### config.mk
export PLATFORM = sky130hd
export DESIGN_NAME = add_nbit_serial
export DESIGN_NICKNAME = d
export VERILOG_FILES = /design/src/rtl/add_nbit_serial.sv
export SDC_FILE = /design/constraint.sdc
export NUM_CORES = 1
export LEC_CHECK = 0
export CORE_MARGIN = 1.5
export CORE_UTILIZATION = 44
export CTS_CLUSTER_DIAMETER = 200
export CTS_CLUSTER_SIZE = 30
export DETAILED_ROUTE_END_ITERATION = 12
export DONT_BUFFER_PORTS = 1
export PLACE_DENSITY = 0.57
export SLEW_MARGIN = 40
export SYNTH_ARGS = -nofsm -noshare
export SYNTH_HDL_FRONTEND = slang
export SYNTH_SLANG_ARGS = --single-unit
### constraint.sdc
create_clock -name i_clk -period 7.6 [get_ports i_clk]
set_input_delay 1.52 -clock i_clk [delete_from_list [all_inputs] [get_ports i_clk]]
set_output_delay 1.52 -clock i_clk [all_outputs]
set_load 0.05 [all_outputs]
### src/rtl/add_nbit_serial.sv
// add_nbit_serial
//   Digit-serial adder/subtractor. Adds two DATA_W-bit operands DIGIT_W bits
//   per clock, carrying between digits through a register. Operands are
//   taken over a valid/ready handshake and the result is offered the same way.
//
// Parameters
//   DATA_W  : operand/result width (must be a multiple of DIGIT_W)
//   DIGIT_W : bits processed per clock
//
// Ports
//   i_clk    : clock, rising edge
//   i_rst_n  : asynchronous active-low reset
//   i_vld    : operands valid          o_rdy : block can accept operands
//   i_num_a  : operand A               i_num_b : operand B
//   i_cry    : carry-in (borrow-in when subtracting)
//   i_sub    : 0 -> A + B + cry, 1 -> A - B - cry
//   o_vld    : result valid            i_rdy : downstream takes result
//   o_res    : result modulo 2^DATA_W
//   o_cry    : raw carry out of the MSB (subtract: 1 = no borrow)
//   o_ovf    : two's-complement signed overflow
module add_nbit_serial #(
   parameter int DATA_W  = 32,
   parameter int DIGIT_W = 4
) (
   input  logic              i_clk,
   input  logic              i_rst_n,
   input  logic              i_vld,
   output logic              o_rdy,
   input  logic [DATA_W-1:0] i_num_a,
   input  logic [DATA_W-1:0] i_num_b,
   input  logic              i_cry,
   input  logic              i_sub,
   output logic              o_vld,
   input  logic              i_rdy,
   output logic [DATA_W-1:0] o_res,
   output logic              o_cry,
   output logic              o_ovf
);

   localparam int N     = DATA_W / DIGIT_W;
   localparam int CNT_W = (N > 1) ? $clog2(N) : 1;
   localparam logic [CNT_W-1:0] CNT_LAST = CNT_W'(N - 1);

   typedef enum logic [1:0] {IDLE, CALC, DONE} state_t;

   state_t              state;
   logic [CNT_W-1:0]    cnt;
   logic                cry_reg;
   logic [DATA_W-1:0]   a_sh;
   logic [DATA_W-1:0]   b_sh;
   logic [DATA_W-1:0]   sum_sh;
   logic                a_msb;
   logic                b_msb;

   logic                accept;
   logic                last;
   logic [DIGIT_W:0]    dsum;
   logic [DATA_W-1:0]   sum_next;
   logic                ovf_next;

   assign accept = (state == IDLE) && i_vld;
   assign last   = (cnt == CNT_LAST);

   // Operands shift right one digit per cycle so the active digit is always
   // at the bottom; result digits enter the sum register from the top, so
   // after N cycles the sum register holds the full result in place.
   always_comb begin
      dsum     = {1'b0, a_sh[DIGIT_W-1:0]} + {1'b0, b_sh[DIGIT_W-1:0]}
               + {{DIGIT_W{1'b0}}, cry_reg};
      sum_next = (sum_sh >> DIGIT_W)
               | (DATA_W'(dsum[DIGIT_W-1:0]) << (DATA_W - DIGIT_W));
      ovf_next = (a_msb == b_msb) && (sum_next[DATA_W-1] != a_msb);
   end

   // Control FSM with registered handshake and result outputs.
   always_ff @(posedge i_clk or negedge i_rst_n) begin
      if (!i_rst_n) begin
         state   <= IDLE;
         cnt     <= '0;
         cry_reg <= 1'b0;
         o_rdy   <= 1'b1;
         o_vld   <= 1'b0;
         o_res   <= '0;
         o_cry   <= 1'b0;
         o_ovf   <= 1'b0;
      end else begin
         case (state)
            IDLE: begin
               if (i_vld) begin
                  state   <= CALC;
                  cnt     <= '0;
                  // Subtraction is A + ~B + 1; a borrow-in removes the +1.
                  cry_reg <= i_cry ^ i_sub;
                  o_rdy   <= 1'b0;
               end
            end
            CALC: begin
               cry_reg <= dsum[DIGIT_W];
               cnt     <= cnt + CNT_W'(1);
               if (last) begin
                  state <= DONE;
                  cnt   <= '0;
                  o_vld <= 1'b1;
                  o_res <= sum_next;
                  o_cry <= dsum[DIGIT_W];
                  o_ovf <= ovf_next;
               end
            end
            DONE: begin
               if (i_rdy) begin
                  state <= IDLE;
                  o_vld <= 1'b0;
                  o_rdy <= 1'b1;
               end
            end
            default: begin
               state <= IDLE;
               o_vld <= 1'b0;
               o_rdy <= 1'b1;
            end
         endcase
      end
   end

   // Operand and partial-sum datapath; contents are don't-care until loaded.
   always_ff @(posedge i_clk) begin
      if (accept) begin
         a_sh  <= i_num_a;
         b_sh  <= i_num_b ^ {DATA_W{i_sub}};
         a_msb <= i_num_a[DATA_W-1];
         b_msb <= i_num_b[DATA_W-1] ^ i_sub;
      end else if (state == CALC) begin
         a_sh   <= a_sh >> DIGIT_W;
         b_sh   <= b_sh >> DIGIT_W;
         sum_sh <= sum_next;
      end
   end

endmodule

Word-level counts from Yosys, hierarchy flattened --
Cells that the tools add are included.
Storage, ports and cells: flip-flop bits (word level) 140, output and inout bits 36
Operators by class: add/subtract/negate cells 3, equal/unequal tests 8, multiplexer cells 19, bitwise logic cells 7, reduce and logical (&&, ||, !) cells 11
Operators by type and width (number):
- 32-bit two-way mux | 4
- 28-bit by 32-bit OR with 32-bit output | 1
- 32-bit bitwise XOR | 1
- 3-bit AND reduction | 3
- 2-bit two-way mux | 3
- 3-bit two-way mux | 2
- 2-bit != test (second input constant) | 3
- 1-bit one-hot mux with 3 select lines | 2
- 2-bit one-hot mux with 3 select lines | 1
- 3-bit one-hot mux with 2 select lines | 1
- 2-bit AND reduction | 3
- 4-bit by 4-bit adder with 5-bit output | 1
- 5-bit by 1-bit adder with 5-bit output | 1
- 1-bit two-way mux | 5
- 2-bit nonzero test | 2
- 3-bit by 1-bit adder with 3-bit output (second input constant) | 1
- 3-bit equality test (second input constant) | 1
- 1-bit inverter | 3
- 2-bit by 1-bit equality test with 1-bit output (second input constant) | 1
- 2-bit equality test (second input constant) | 1
- 1-bit logical AND | 2
- 2-bit logical NOT | 1
- 1-bit one-hot mux with 2 select lines | 1
- 1-bit bitwise XOR | 2
- 2 further kinds | 2

Depth between registers and ports, before layout --
Gate-level depths: netlist of run 1.
word-level depth 5, gate-level depth with buffers 8

Worst setup path before layout of run 1 --
OpenSTA, ideal clock, no wires.
path kind input -> register, start point input port i_vld, end point register a_sh[0], enable pin, setup time 0.423 ns, data arrival time 3.596 ns, data required time 7.177 ns, path slack 3.581 ns, cell stages on the path 5, buffers on the path 2, cells stage by stage nand2b_1 > or2_2 > buf_2 > clkbuf_1 > nand2_1
On the way: word-level cells in the longest chain between the ends 2
Ends and longest elaborated chain:
- start: declaration | line 27 | input logic i_vld,
- 1-bit logical AND | line 61 | assign accept = (state == IDLE) && i_vld;
- 2-bit nonzero test (no source line)
- end signal: assignment | line 128 | a_sh <= i_num_a;
- end signal: assignment | line 133 | a_sh <= a_sh >> DIGIT_W;
- end: declaration | line 49 | logic [DATA_W-1:0] a_sh;
Every way passes these cells. A chain may end at the register's enable or synchronous reset.

Final worst setup path of run 1 --
Same ends and word-level chain as after synthesis.

==> impl_results.md, run 1 <==
* Status: completed
* Via count at 3,011
* GRT Total Usage at 14.88%
* Initial Utilization at 45.25%
* Total grt overflow at 0
* Layout area overhead at 11.11%
* FFs w/ async S/R, synth at 30.88%
* Non-filler instance count after layout at 611
* Post-DP HPWL at 5.869 mm
* Mapped Cells at 427
* RSZ-0062 raised after global routing: false
* Final Max Tran Viols at 0
* Setup crit start kind: input port
* ANT cells at 0
* Seq pwr share at 56.3%
* Die Wd at 117.1 um
* Psw at 1.155 mW
* Pwr dens at 507.3 nW/um^2
* Clock sinks at 136
* RR Endpoint: o_res[24]
* Placer Congestion at 0.7242
* Pre-CTS setup slack at 4.143 ns
* Max_cap viols at 0
* Via density at 4.928
* H-tree Lvls at 4
* Reg2reg start: state[1]
* Die height at 117.1 um
* Clock power share at 23.4%
* Worst EP arrival at 2.78 ns
* Setup Buffers After CTS at 0
* Seq/Total Area, Yosys at 67.59%
* Most frequent cells after synthesis: nand2_1, edfxtp_1, dfrtp_1
* Crit path from: i_vld
* Syn Area/Cell at 13.43 sq um
* Net count after synthesis at 504
* Worst hold slack at 0.4427 ns
* Rows at 41
* Clk_lat worst skew at 0.41 ns
* DR pass1 iterations at 4
* Yosys reg bits at 136
* Reg2reg setup slack at 5.29 ns
* DIE AREA at 13,720 sq um
* R2R cell count at 4
* Initial drt markers at 197
* Number of synthesized flops with an enable pin at 94
* Critical path class: in2reg
* Utilization after layout at 50.27%
* Synthesized cell area at 5733 sq um
* Core ar. at 12,670 sq um
* Filler cells at 1,149
* Setup violators final at 0
* Global-route wire length before repair at 15.00 mm
* Io pins at 106
* Antenna viol nets, final at 0
* Share of cells above drive strength 1 at 14.81%
* Nets at 503
* P_leak at 2.599 nW
* Comb pwr share at 20.3%
* Cts bufs inserted at 17
* Largest net degree at the start of global routing at 94
* Max_slew headroom at 60.17%
* Leading registers by flop count: a_sh (32), b_sh (32), o_res (32)
* Internal at 2.077 mW
* # hold bufs at CTS at 0
* Yosys warns at 0
* CTS tree: yes
* Antenna violations before repair at 0
* DRT Wirelength at 9.442 mm
* Drt drc at 0
* Worst Setup EP: a_sh[0]
* Worst setup margin at 4.861 ns
* Synth top area share at 49.24%
* Count of unique library cells instantiated by Yosys at 36
* Hold Path Class: reg2reg
* Final Cycle Share at 36.04%
* Clock-pin slew on the worst setup and hold paths at 0.05 ns
* Root buffer cell: clkbuf_16
* Max Clk Rate at 0.3651 GHz
* Placed Instance Area at 5808 sq um
* Area contributors post-synth: edfxtp_1, dfrtp_1, nand2_1, mux2_4, xnor2_1
* Prevailing post-synth register cell: edfxtp_1
* Switching share of total power at 35.73%
* Number of global-route vias before repair at 3,012
* Measured slew at the worst slew-check pin at 0.5974 ns
* Setup_tns at 0 ns
* Tot Pwr at 3.232 mW
* Worst Path Max Fanout at 93
* Placed insts at 579
* Count leader, synth: nand2_1
* Final hold vios at 0
* Post-CTS resize count at 0
* Routed WL per cell at 15.45 um
* Worst Hold Path Cells at 0
* Clk buf depth at 2
* Max VDD drop at 0.1915 mV
* Clock Skew at 0.006461 ns
* Setup crit end kind: flip-flop
* Top cell type by total area after synthesis: edfxtp_1
* Fin crit period at 2.739 ns
* IO Port Bufs at 0
* Worst Path Required at 7.64 ns
* Post-route cell area at 6370 sq um
-- kinds of logic after synthesis --
group	Yosys count	share of synthesized area (%)
and+or+nand+nor	145	10.13
DFF	136	67.59
AOI/OAI and AO/OA	44	4.059
xor gates and xnor gates	34	5.194
muxes	31	7.922
buffers and inverters	30	3.317
adders and majority gates	7	1.790
-- power groups by stage --
stage | combinational [mW] | clock, mW | sequential [mW]
after floorplan | 0.570 | 0 | 1.78
after global placement | 0.648 | 0 | 1.83
after detailed placement | 0.669 | 0 | 1.84
after CTS | 0.673 | 0.774 | 1.83
after global routing | 0.754 | 0.804 | 1.87
final | 0.655 | 0.756 | 1.82
-- placed cells by master, fill, tap and decap left out, types with 2 or more instances in the layout --
cell       instances
mux2_4            28
nand2_1          122
buf_6              2
clkbuf_8           7
clkbuf_16         17
inv_1              6
clkbuf_1           5
a21oi_1            5
fa_1               2
mux2_2             3
and2_1             5
xnor2_1           33
clkinv_2           2
edfxtp_1          94
o21ai_0           34
ha_1               5
nand2b_1           2
dfrtp_1           41
nand3_1            3
nor2_1             7
-- cell type report --
type                            instances  area [sq um]  share of cell area [%]
Clock buffer                           29         540.5                   8.486
Multi-Input combinational cell        261          1670                   26.22
Sequential cell                       136          3875                   60.83
Inverter                                8         32.53                  0.5107
Tap cell                              172         215.2                   3.379
Timing Repair Buffer                    2         22.52                  0.3536
Clock inverter                          3         13.76                  0.2161
-- critical path, stage by stage --
cell and delay [ns]:
nand2b_1 0.05, or2_2 0.28, buf_6 0.27, nand2_2 0.12, buf_6 0.47
-- layer usage --
| metal | global-route usage, % | vias up | part of all wire (%) |
|---|---|---|---|
| met5 | 0 | - | 0 |
| met4 | 7.470 | 0 | 2.1 |
| met3 | 7.209 | 19 | 7.9 |
| met2 | 22.40 | 91 | 46 |
| met1 | 17.87 | 1442 | 44 |
| li1 | - | 1459 | - |
-- worst min-delay path by stage --
stage	start	endpoint	slack [ns]
after floorplan	sum_sh[28]	sum_sh[24]	0.42
after global placement	sum_sh[21]	sum_sh[17]	0.43
after detailed placement	sum_sh[28]	sum_sh[24]	0.43
after CTS	sum_sh[28]	sum_sh[24]	0.44
after global routing	sum_sh[23]	sum_sh[19]	0.46
final	sum_sh[28]	sum_sh[24]	0.44
No activity file was read; power rests on OpenSTA's default activity.
==> inputs of run 2 (changes only) <==
==> constraint.sdc (replaced) <==
create_clock -name i_clk -period 2.7 [get_ports i_clk]
set_input_delay 0.54 -clock i_clk [delete_from_list [all_inputs] [get_ports i_clk]]
set_output_delay 0.54 -clock i_clk [all_outputs]
set_load 0.05 [all_outputs]
==> run 2 against run 1 <==
  * Clock power grew to 3.1 times the previous value
  * Critical path depth decreased by 1
  * Sequential share of layout area fell by 1.2 points
  * Routed wire length is 2.0% lower
  * Largest cell class unchanged
  * Via count is 0.90% lower
  * Flip-flop and latch count stayed put
  * Clock skew fell by 0.0022 ns
  * Non-clock buffer count up 5
  * Global-route usage decreased by 0.36 points
  * Worst hold slack got worse by 0.21 ns
  * Worst setup slack worse by 4.1 ns
  * Count of clock-buffer cells in the layout decreased by 2
==> impl_results.md, run 2 (synthesized netlist as in run 1, its figures left out) <==
* Antenna violations before repair at 0
* Max Clk Rate at 0.5037 GHz
* Core ar. at 12,670 sq um
* Reg2reg setup slack at 0.71 ns
* Root buffer cell: clkbuf_16
* Max_slew headroom at 59.73%
* Layout area overhead at 13.27%
* Setup crit end kind: flip-flop
* Via count at 2,984
* CP max stage delay at 0.41 ns
* P_leak at 2.662 nW
* Final hold vios at 0
* Die height at 117.1 um
* IO Port Bufs at 0
* DR pass1 iterations at 4
* Hold Path End: a_msb
* Clk_lat worst skew at 0.41 ns
* Hold Path Class: in2reg
* Hold_sp: i_num_a[31]
* M1 GR Usage at 17.58%
* Routed WL per cell at 15.02 um
* Most frequent cells in the layout: nand2_1, edfxtp_1, dfrtp_1
* Initial drt markers at 202
* Measured slew at the worst slew-check pin at 0.6040 ns
* GR peak layer: met2
* Final Max Tran Viols at 0
* Multi-input logic area at 1670 sq um
* Max_cap viols at 0
* Antenna viol nets, final at 0
* Die Wd at 117.1 um
* Leading registers by flop count: a_sh (32), b_sh (32), o_res (32)
* Max VDD drop at 0.4536 mV
* Worst Hold Path Cells at 0
* Status: completed
* Post-DP HPWL at 5.985 mm
* Fin crit period at 1.985 ns
* Commonest non-fill, non-tap cell in the layout: nand2_1
* Initial Utilization at 45.25%
* RSZ-0062 raised after global routing: false
* Worst Path Required at 2.79 ns
* Total grt overflow at 0
* Pre-CTS setup slack at 0.6620 ns
* ANT cells at 0
* Setup crit start kind: flip-flop
* H-tree Lvls at 4
* Io pins at 106
* Number of global-route vias before repair at 2,954
* Pwr dens at 1443 nW/um^2
* Setup_tns at 0 ns
* Nets at 508
* Drt drc at 0
* GRT Total Usage at 14.53%
* M2 GR Usage at 21.63%
* Filler cells at 1,128
* Cts bufs inserted at 17
* RR Endpoint: a_sh[17]
* DRT Wirelength at 9.252 mm
* Clock-pin slew on the worst setup and hold paths at 0.05 ns
* Largest net degree at the start of global routing at 65
* DIE AREA at 13,720 sq um
* CTS tree: yes
* Crit path max-delay family: simple AND/OR/NAND/NOR gates
* Global-route wire length before repair at 14.61 mm
* Utilization after layout at 51.25%
* Worst setup margin at 0.7146 ns
* R2R cell count at 4
* Sequential cell area at 3875 sq um
* Crit-path cells: nand2b_1, or2_2, nand2_2, buf_4
* Setup violators final at 0
* Worst EP arrival at 2.08 ns
* Reg2reg start: state[0]
* Via density at 4.844
* Critical path class: reg2reg
* Crit-path slowest cell: dfrtp_1
* Placed insts at 582
* Worst Path Max Fanout at 18
* Tot Pwr at 9.370 mW
* GR Util met3 at 6.437%
* Rows at 41
* Placer Congestion at 0.7375
* Clock Skew at 0.004227 ns
* Clk buf depth at 2
* Critical path buffer and inverter count at 1
* Clock sinks at 136
* Final Cycle Share at 73.54%
* Non-filler instance count after layout at 616
* Share of cells above drive strength 1 at 16.22%
-- run 2: final cells by class --
| cell class | instances | area share, % |
|---|---|---|
| inverter | 8 | 0.5010 |
| timing repair buffer | 7 | 1.233 |
| clock buffer | 27 | 8.728 |
| tap | 172 | 3.314 |
| clock inverter | 5 | 0.8285 |
| sequential | 136 | 59.67 |
| multi-input combinational | 261 | 25.72 |
-- run 2: stage by stage --
stage | hold WS, ns | cell area (sq um)
floorplan | 0.2444 | 5736
global placement | 0.2452 | 5843
detailed placement | 0.2453 | 5843
CTS | 0.2071 | 6494
global route | 0.2024 | 6494
finish | 0.2291 | 6494
-- run 2: how the worst max path moves through the flow --
| stage | from | end | depth (start not counted) |
|---|---|---|---|
| after floorplan | i_vld | a_sh[0] | 5 |
| after global placement | i_vld | a_sh[14] | 4 |
| after detailed placement | i_vld | a_sh[14] | 4 |
| after CTS | state[0] | a_sh[14] | 4 |
| after global routing | state[0] | a_sh[7] | 4 |
| final | state[0] | a_sh[17] | 4 |
-- run 2: per-layer routing --
| metal | up-vias | part of all wire, % |
|---|---|---|
| li1 | 1476 | - |
| met1 | 1405 | 44 |
| met2 | 84 | 45 |
| met3 | 19 | 8.3 |
| met4 | 0 | 2.5 |
| met5 | - | 0 |
-- run 2: repair_timing --
item / in CTS / in global routing
endpoints found under the setup margin: 0 / 0
hold buffers: 2 / 0
setup buffers: 0 / 0
gates resized for setup: 0 / 0
hold endpoints to repair: 42 / 0
-- run 2: report_power, final --
| part | switching, mW | internal (mW) | total, mW |
|---|---|---|---|
| combinational | 1.06 | 0.855 | 1.91 |
| clock | 0.810 | 1.53 | 2.34 |
| sequential | 1.43 | 3.69 | 5.12 |
| total | 3.30 | 6.07 | 9.37 |
